`config.mk`:
```
export PLATFORM = sky130hd
export DESIGN_NAME = elevator_sim_fsm
export DESIGN_NICKNAME = d
export VERILOG_FILES = /design/src/rtl/elevator_pkg.sv /design/src/rtl/elevator_sim_fsm_timer.sv /design/src/rtl/elevator_sim_fsm.sv
export SDC_FILE = /design/constraint.sdc
export NUM_CORES = 1
export LEC_CHECK = 0
export ABC_AREA = 1
export BUFFER_PORTS_ARGS = -buffer_cell sky130_fd_sc_hd__buf_2
export CAP_MARGIN = 30
export CORE_ASPECT_RATIO = 0.6
export CORE_MARGIN = 2
export CORE_UTILIZATION = 43
export CTS_BUF_LIST = sky130_fd_sc_hd__clkbuf_8
export DETAILED_ROUTE_END_ITERATION = 8
export GPL_ROUTABILITY_DRIVEN = 0
export PLACE_DENSITY = 0.61
export REMOVE_ABC_BUFFERS = 1
export SLEW_MARGIN = 10
export SYNTH_ARGS = -nofsm -noshare
export SYNTH_HDL_FRONTEND = slang
export SYNTH_SLANG_ARGS = --single-unit
```
`constraint.sdc`:
```
create_clock -name clk -period 2.72 [get_ports clk]
set_input_delay 0.136 -clock clk [delete_from_list [all_inputs] [get_ports clk]]
set_output_delay 0.136 -clock clk [all_outputs]
set_load 0.1 [all_outputs]
```
`src/rtl/elevator_pkg.sv`:
```
`default_nettype none
// ============================================================================
// Module      : elevator_pkg
// Description : Shared elevator status encoding used by the simulator FSM
//               and the VGA renderer that decodes sim_state.
// Revision    : 1.0 - initial release
// ============================================================================
package elevator_pkg;

    localparam int NUM_FLOORS = 8;

    typedef enum logic [1:0] {
        IDLE  = 2'd0,
        UP    = 2'd1,
        DOWN  = 2'd2,
        DOORS = 2'd3
    } sim_state_t;

endpackage
`default_nettype wire

```
`src/rtl/elevator_sim_fsm_timer.sv`:
```
`default_nettype none
// ============================================================================
// Module      : floor_timer
// Description : Loadable down-counter; expired is high while enabled at zero.
// Revision    : 1.0 - initial release
// ============================================================================
module floor_timer #(
    parameter int WIDTH = 8
) (
    input  logic             clk,
    input  logic             n_rst,
    input  logic             load,
    input  logic [WIDTH-1:0] load_val,
    input  logic             en,
    output logic             expired
);

    logic [WIDTH-1:0] r_count;

    always_ff @(posedge clk or negedge n_rst) begin
        if (!n_rst) begin
            r_count <= '0;
        end else if (load) begin
            r_count <= load_val;
        end else if (en && (r_count != '0)) begin
            r_count <= r_count - WIDTH'(1);
        end
    end

    assign expired = en && (r_count == '0);

endmodule
`default_nettype wire

```
`src/rtl/elevator_sim_fsm.sv`:
```
`default_nettype none
// ============================================================================
// Module      : elevator_sim_fsm
// Description : 8-floor SCAN elevator simulator; display outputs are shadowed
//               and refreshed only on frame_done so a frame never tears.
// Revision    : 1.0 - initial release
// ============================================================================
module elevator_sim_fsm
    import elevator_pkg::*;
#(
    parameter int FLOOR_TICKS = 12_000_000,
    parameter int DOOR_TICKS  = 24_000_000
) (
    input  logic                  clk,
    input  logic                  n_rst,
    input  logic [NUM_FLOORS-1:0] req_btn,
    input  logic                  frame_done,
    output logic [1:0]            sim_state,
    output logic [NUM_FLOORS-1:0] destination,
    output logic [NUM_FLOORS-1:0] current_floor
);

    localparam int c_max_ticks = (FLOOR_TICKS > DOOR_TICKS) ? FLOOR_TICKS : DOOR_TICKS;
    localparam int c_timer_w   = (c_max_ticks > 1) ? $clog2(c_max_ticks) : 1;
    localparam logic [c_timer_w-1:0]  c_floor_load = c_timer_w'(FLOOR_TICKS - 1);
    localparam logic [c_timer_w-1:0]  c_door_load  = c_timer_w'(DOOR_TICKS - 1);
    localparam logic [NUM_FLOORS-1:0] c_one        = NUM_FLOORS'(1);

    function automatic logic [NUM_FLOORS-1:0] lowest_bit(input logic [NUM_FLOORS-1:0] v);
        return v & (~v + c_one);
    endfunction

    function automatic logic [NUM_FLOORS-1:0] highest_bit(input logic [NUM_FLOORS-1:0] v);
        logic [NUM_FLOORS-1:0] r;
        r = '0;
        for (int i = 0; i < NUM_FLOORS; i++) begin
            if (v[i]) r = c_one << i;
        end
        return r;
    endfunction

    sim_state_t            r_state, w_next_state, r_sim_state;
    logic [NUM_FLOORS-1:0] r_cur, w_next_floor;
    logic [NUM_FLOORS-1:0] r_pending, r_btn_q, r_dest;
    logic                  r_last_up, w_next_last_up;
    logic [NUM_FLOORS-1:0] w_rise, w_clr, w_target, w_step;
    logic [NUM_FLOORS-1:0] w_up_mask, w_dn_mask, w_near_up, w_near_dn;
    logic                  w_pend_here, w_any_up, w_any_dn, w_ahead, w_behind;
    logic                  w_tmr_load, w_tmr_en, w_tmr_exp;
    logic [c_timer_w-1:0]  w_tmr_val;

    assign w_rise      = req_btn & ~r_btn_q;
    assign w_up_mask   = ~(r_cur | (r_cur - c_one));
    assign w_dn_mask   = r_cur - c_one;
    assign w_pend_here = |(r_pending & r_cur);
    assign w_any_up    = |(r_pending & w_up_mask);
    assign w_any_dn    = |(r_pending & w_dn_mask);
    assign w_near_up   = lowest_bit(r_pending & w_up_mask);
    assign w_near_dn   = highest_bit(r_pending & w_dn_mask);
    assign w_ahead     = r_last_up ? w_any_up : w_any_dn;
    assign w_behind    = r_last_up ? w_any_dn : w_any_up;

    // One timer serves both travel and door phases; it is reloaded on every
    // entry into a timed phase, so its value is never carried across phases.
    assign w_tmr_en  = (r_state != IDLE);
    assign w_tmr_val = (w_next_state == DOORS) ? c_door_load : c_floor_load;

    floor_timer #(
        .WIDTH (c_timer_w)
    ) u_timer (
        .clk      (clk),
        .n_rst    (n_rst),
        .load     (w_tmr_load),
        .load_val (w_tmr_val),
        .en       (w_tmr_en),
        .expired  (w_tmr_exp)
    );

    always_comb begin
        w_next_state   = r_state;
        w_next_floor   = r_cur;
        w_next_last_up = r_last_up;
        w_clr          = '0;
        w_tmr_load     = 1'b0;
        w_target       = '0;
        w_step         = '0;
        case (r_state)
            IDLE: begin
                if (w_pend_here) begin
                    w_next_state = DOORS;
                    w_clr        = r_cur;
                    w_tmr_load   = 1'b1;
                    w_target     = r_cur;
                end else if (w_any_up) begin
                    w_next_state   = UP;
                    w_next_last_up = 1'b1;
                    w_tmr_load     = 1'b1;
                    w_target       = w_near_up;
                end else if (w_any_dn) begin
                    w_next_state   = DOWN;
                    w_next_last_up = 1'b0;
                    w_tmr_load     = 1'b1;
                    w_target       = w_near_dn;
                end
            end
            UP, DOWN: begin
                w_target = (r_state == UP) ? w_near_up : w_near_dn;
                w_step   = (r_state == UP) ? (r_cur << 1) : (r_cur >> 1);
                if (w_tmr_exp) begin
                    // A step off either end shifts the one-hot to zero; stop rather than lose the car.
                    if (w_step == '0) begin
                        w_next_state = IDLE;
                    end else begin
                        w_next_floor = w_step;
                        w_tmr_load   = 1'b1;
                        if (|(r_pending & w_step)) begin
                            w_next_state = DOORS;
                            w_clr        = w_step;
                        end
                    end
                end
            end
            DOORS: begin
                if (w_ahead) begin
                    w_target = r_last_up ? w_near_up : w_near_dn;
                end else if (w_behind) begin
                    w_target = r_last_up ? w_near_dn : w_near_up;
                end
                if (w_pend_here) begin
                    w_clr      = r_cur;
                    w_tmr_load = 1'b1;
                end else if (w_tmr_exp) begin
                    w_tmr_load = 1'b1;
                    if (w_ahead) begin
                        w_next_state = r_last_up ? UP : DOWN;
                    end else if (w_behind) begin
                        w_next_state   = r_last_up ? DOWN : UP;
                        w_next_last_up = ~r_last_up;
                    end else begin
                        w_next_state = IDLE;
                    end
                end
            end
            default: ;
        endcase
    end

    always_ff @(posedge clk or negedge n_rst) begin
        if (!n_rst) begin
            r_state     <= IDLE;
            r_cur       <= c_one;
            r_pending   <= '0;
            r_btn_q     <= '0;
            r_last_up   <= 1'b1;
            r_sim_state <= IDLE;
            r_dest      <= '0;
        end else begin
            r_state   <= w_next_state;
            r_cur     <= w_next_floor;
            r_pending <= (r_pending | w_rise) & ~w_clr;
            r_btn_q   <= req_btn;
            r_last_up <= w_next_last_up;
            if (frame_done) begin
                r_sim_state <= r_state;
                r_dest      <= w_target;
            end
        end
    end

    assign sim_state     = r_sim_state;
    assign destination   = r_dest;
    assign current_floor = r_cur;

    a_no_up_at_top: assert property (@(posedge clk) disable iff (!n_rst)
        !((r_state == UP) && r_cur[NUM_FLOORS-1]));
    a_no_down_at_bottom: assert property (@(posedge clk) disable iff (!n_rst)
        !((r_state == DOWN) && r_cur[0]));

endmodule
`default_nettype wire

```
==> impl_metrics.env <==
export IMPL_r2r_setup_slack_ps=140
export IMPL_grtUsageTotal_pct=24.2
export IMPL_fin_area_um2=5070
export IMPL_r2r_start="current_floor[2]"
export IMPL_reg2regPathDepth=16
export IMPL_dieArea_um2=10900
export IMPL_fin_crit_sh_pct=94.9
export IMPL_start_util_pct=43.9
export IMPL_syn_avg_cell_area_um2=6.94
export IMPL_vias=4296
export IMPL_ff_latch_area_um2=1550
export IMPL_syn2layout_area_growth_pct=17.6
export IMPL_placed_cells=796
export IMPL_max_stage_delay_ps=390
export IMPL_cp_top_family="simple AND/OR/NAND/NOR gates"
export IMPL_power_density_nw_per_um2=871
export IMPL_n_antenna_cell=0
export IMPL_ys_flop_type="dfrtp_1"
export IMPL_setup_viol=0
export IMPL_required_ps=2990
export IMPL_worstHoldStart="frame_done"
export IMPL_crit_path_max_fanout=4
export IMPL_viasPerCell=5.23
export IMPL_yosysSeqAreaShare_pct=36.1
export IMPL_rr_endpoint="destination[5]"
export IMPL_synth_warnings=0
export IMPL_drc=0
export IMPL_cp_slowest_cell="dfrtp_1"
export IMPL_arrival_ps=2860
export IMPL_grt_max_degree=34
export IMPL_worst_slew_pin_slew_ps=721
export IMPL_path_buf_inv=1
export IMPL_slew_headroom_pct=52.0
export IMPL_dr_max_layer_used="met4"
export IMPL_numCtsBuffers=9
export IMPL_hold_depth=3
export IMPL_first_global_vias=3682
export IMPL_num_rows=28
export IMPL_crit_path_cell_trace="nor2_2 -> nand4_1 -> nor2_1 -> nand2_1 -> ha_1 -> nand2_1 -> nand2_2 -> nor2_4 -> nand2_4 -> o21ai_4 -> nand2_2 -> o21ai_2 -> inv_1 -> o21ai_1 -> nand2_1 -> a21oi_1"
export IMPL_synth_area_um2=4310
export IMPL_p_leak_nw=2.52
export IMPL_synth_edf_count=0
export IMPL_cts_tree="done"
export IMPL_drtPass1Iterations=5
export IMPL_cts_buffer_depth=2
export IMPL_drv_slew=0
export IMPL_wl_per_cell_um=15.2
export IMPL_routed_wl_mm=12.5
export IMPL_path_clk_slew_ps=70
export IMPL_drive_gt1_share_pct=18.2
export IMPL_fp_dieW_um=133
export IMPL_setup_ws_ps=139
export IMPL_dr_wl_met3_mm=1.34
export IMPL_multi_input_area_um2=2410
export IMPL_holdPathEnd="destination[2]"
export IMPL_ant_nets=0
export IMPL_dr_wl_met2_mm=4.44
export IMPL_syn_inst=621
export IMPL_status="finished, final reports clean"
export IMPL_worstSetupPathType="reg2reg"
export IMPL_pre_cts_slack_ps=44.0
export IMPL_finalHoldViolCount=0
export IMPL_hpwl_mm=9.60
export IMPL_timing_fmax_mhz=387
export IMPL_placed_area_um2=4740
export IMPL_layout_nets=705
export IMPL_port_buffers=28
export IMPL_skew_ps=9.11
export IMPL_path_common_cell="nand2_1"
export IMPL_die_h_um=81.6
export IMPL_io_pins=29
export IMPL_htreeDepth=3
export IMPL_fillerInstances=990
export IMPL_core_area_um2=9810
export IMPL_start_kind="register"
export IMPL_drtIter0Drc=596
export IMPL_async_reset_ff_share_pct=100
export IMPL_cts_sinks=62
export IMPL_grt_overflow_total=0
export IMPL_antenna_found_initial=0
export IMPL_end_kind="register"
export IMPL_ir_worst_vdd_mv=0.561
export IMPL_synth_seq_cells=62
export IMPL_root_buffer="clkbuf_8"
export IMPL_fin_cells=821
export IMPL_met1_length_mm=6.54
export IMPL_ys_types=44
export IMPL_maxCapViolCount=0
export IMPL_layout_min_cycle_time_ps=2580
export IMPL_insertion_delay_ps=360
export IMPL_hold_class="in2reg"
export IMPL_grt_pass1_wl_mm=19.9
[Yosys cell counts (4+ instances only)]
master / n / area [um^2]
a21oi_1: 21 / 105
buf_2: 5 / 25.0
buf_6: 4 / 45.0
clkinv_1: 4 / 15.0
dfrtp_1: 60 / 1500
ha_1: 12 / 150
inv_1: 67 / 251
inv_2: 14 / 52.6
nand2_1: 192 / 721
nand2_2: 7 / 43.8
nand3_1: 31 / 155
nand3_2: 4 / 40.0
nand4_1: 5 / 31.3
nor2_1: 77 / 289
nor2_2: 5 / 31.3
nor3_1: 7 / 35.0
o211ai_1: 8 / 60.1
o21ai_0: 28 / 140
o21ai_1: 12 / 60.1
o21ai_2: 5 / 43.8
o221ai_1: 8 / 70.1
xor2_1: 9 / 78.8
[sequential cells by signal, summed over array words and instances (netlist names)]
signal           count
u_timer.r_count     25
current_floor        8
destination          8
r_btn_q              8
r_pending            8
r_state              2
sim_state            2
r_last_up            1
[worst max-delay path by stage]
stage	from	endpoint	slack, ps	cells after the start
after floorplan	current_floor[1]	destination[6]	-400	16
final	current_floor[2]	destination[5]	140	16
after detailed placement	current_floor[0]	u_timer.r_count[10]	40	18
after global placement	current_floor[0]	u_timer.r_count[10]	60	18
after global routing	current_floor[2]	destination[5]	-30	16
after CTS	current_floor[0]	destination[2]	20	16
[tightest hold or removal path, delay by kind of cell]
family / cells / cell delay [ps]
simple gates: 2 / 160
buf+inv: 1 / 190
[placed cells by master, fill, tap and decap left out, types with 13 or more instances in the layout]
cell / instances
a21oi_1: 20
o21ai_1: 13
buf_2: 28
nor2_1: 76
inv_1: 68
dfrtp_1: 60
o21ai_0: 27
nand2_1: 189
inv_2: 14
nand3_1: 31
buf_4: 21
[per-layer routing]
metal	track usage, %	vias up
met2	29.9	206
met5	0	-
met1	38.9	1946
met4	6.60	0
li1	-	2128
met3	6.98	16
[what timing repair did]
action                                  in CTS  in global routing
resized for setup                            0                 19
endpoints found under the setup margin       0                 27
endpoints found under the hold margin       37                  0
setup buffers                                0                  1
hold buffers                                 9                  0
[report_power, final]
| part | internal (mW) | switching [mW] |
|---|---|---|
| registers | 1.12 | 0.153 |
| clock network | 0.364 | 0.359 |
| logic | 0.708 | 1.71 |
[stage by stage]
stage	total power [mW]	hold slack (ps)	TNS, ps	utilization (%)
2_1_floorplan	2.89	-160	-9750	-
3_5_place_dp	3.56	225	0	48.3
6_report	4.41	175	0	51.7
4_1_cts	4.30	158	0	50.9
5_1_grt	4.73	197	-113	51.7
3_3_place_gp	3.53	214	0	48.3
[logic make-up (layout without fill, tap and decap cells)]
| family | count (synthesis) | in the layout | share of synthesized area, % |
|---|---|---|---|
| AO/OA/AOI/OAI | 98 | 98 | 14.0 |
| flip-flops | 62 | 62 | 36.1 |
| AND/OR/NAND/NOR | 341 | 341 | 34.9 |
| buffers and inverters | 97 | 162 | 9.35 |
| adder cells (fa/ha/maj) | 12 | 12 | 3.48 |
| XOR/XNOR | 11 | 11 | 2.24 |
[cell type report]
| type | instances | share of cell area [%] |
|---|---|---|
| multi-input cells | 462 | 47.5 |
| inverters | 86 | 6.52 |
| clock inverters | 4 | 0.321 |
| clock buffers | 11 | 2.99 |
| repair buffers | 61 | 8.66 |
| flip-flops and latches | 62 | 30.7 |
| well taps | 135 | 3.33 |
Note: power is estimated with default switching activity, not from simulation.
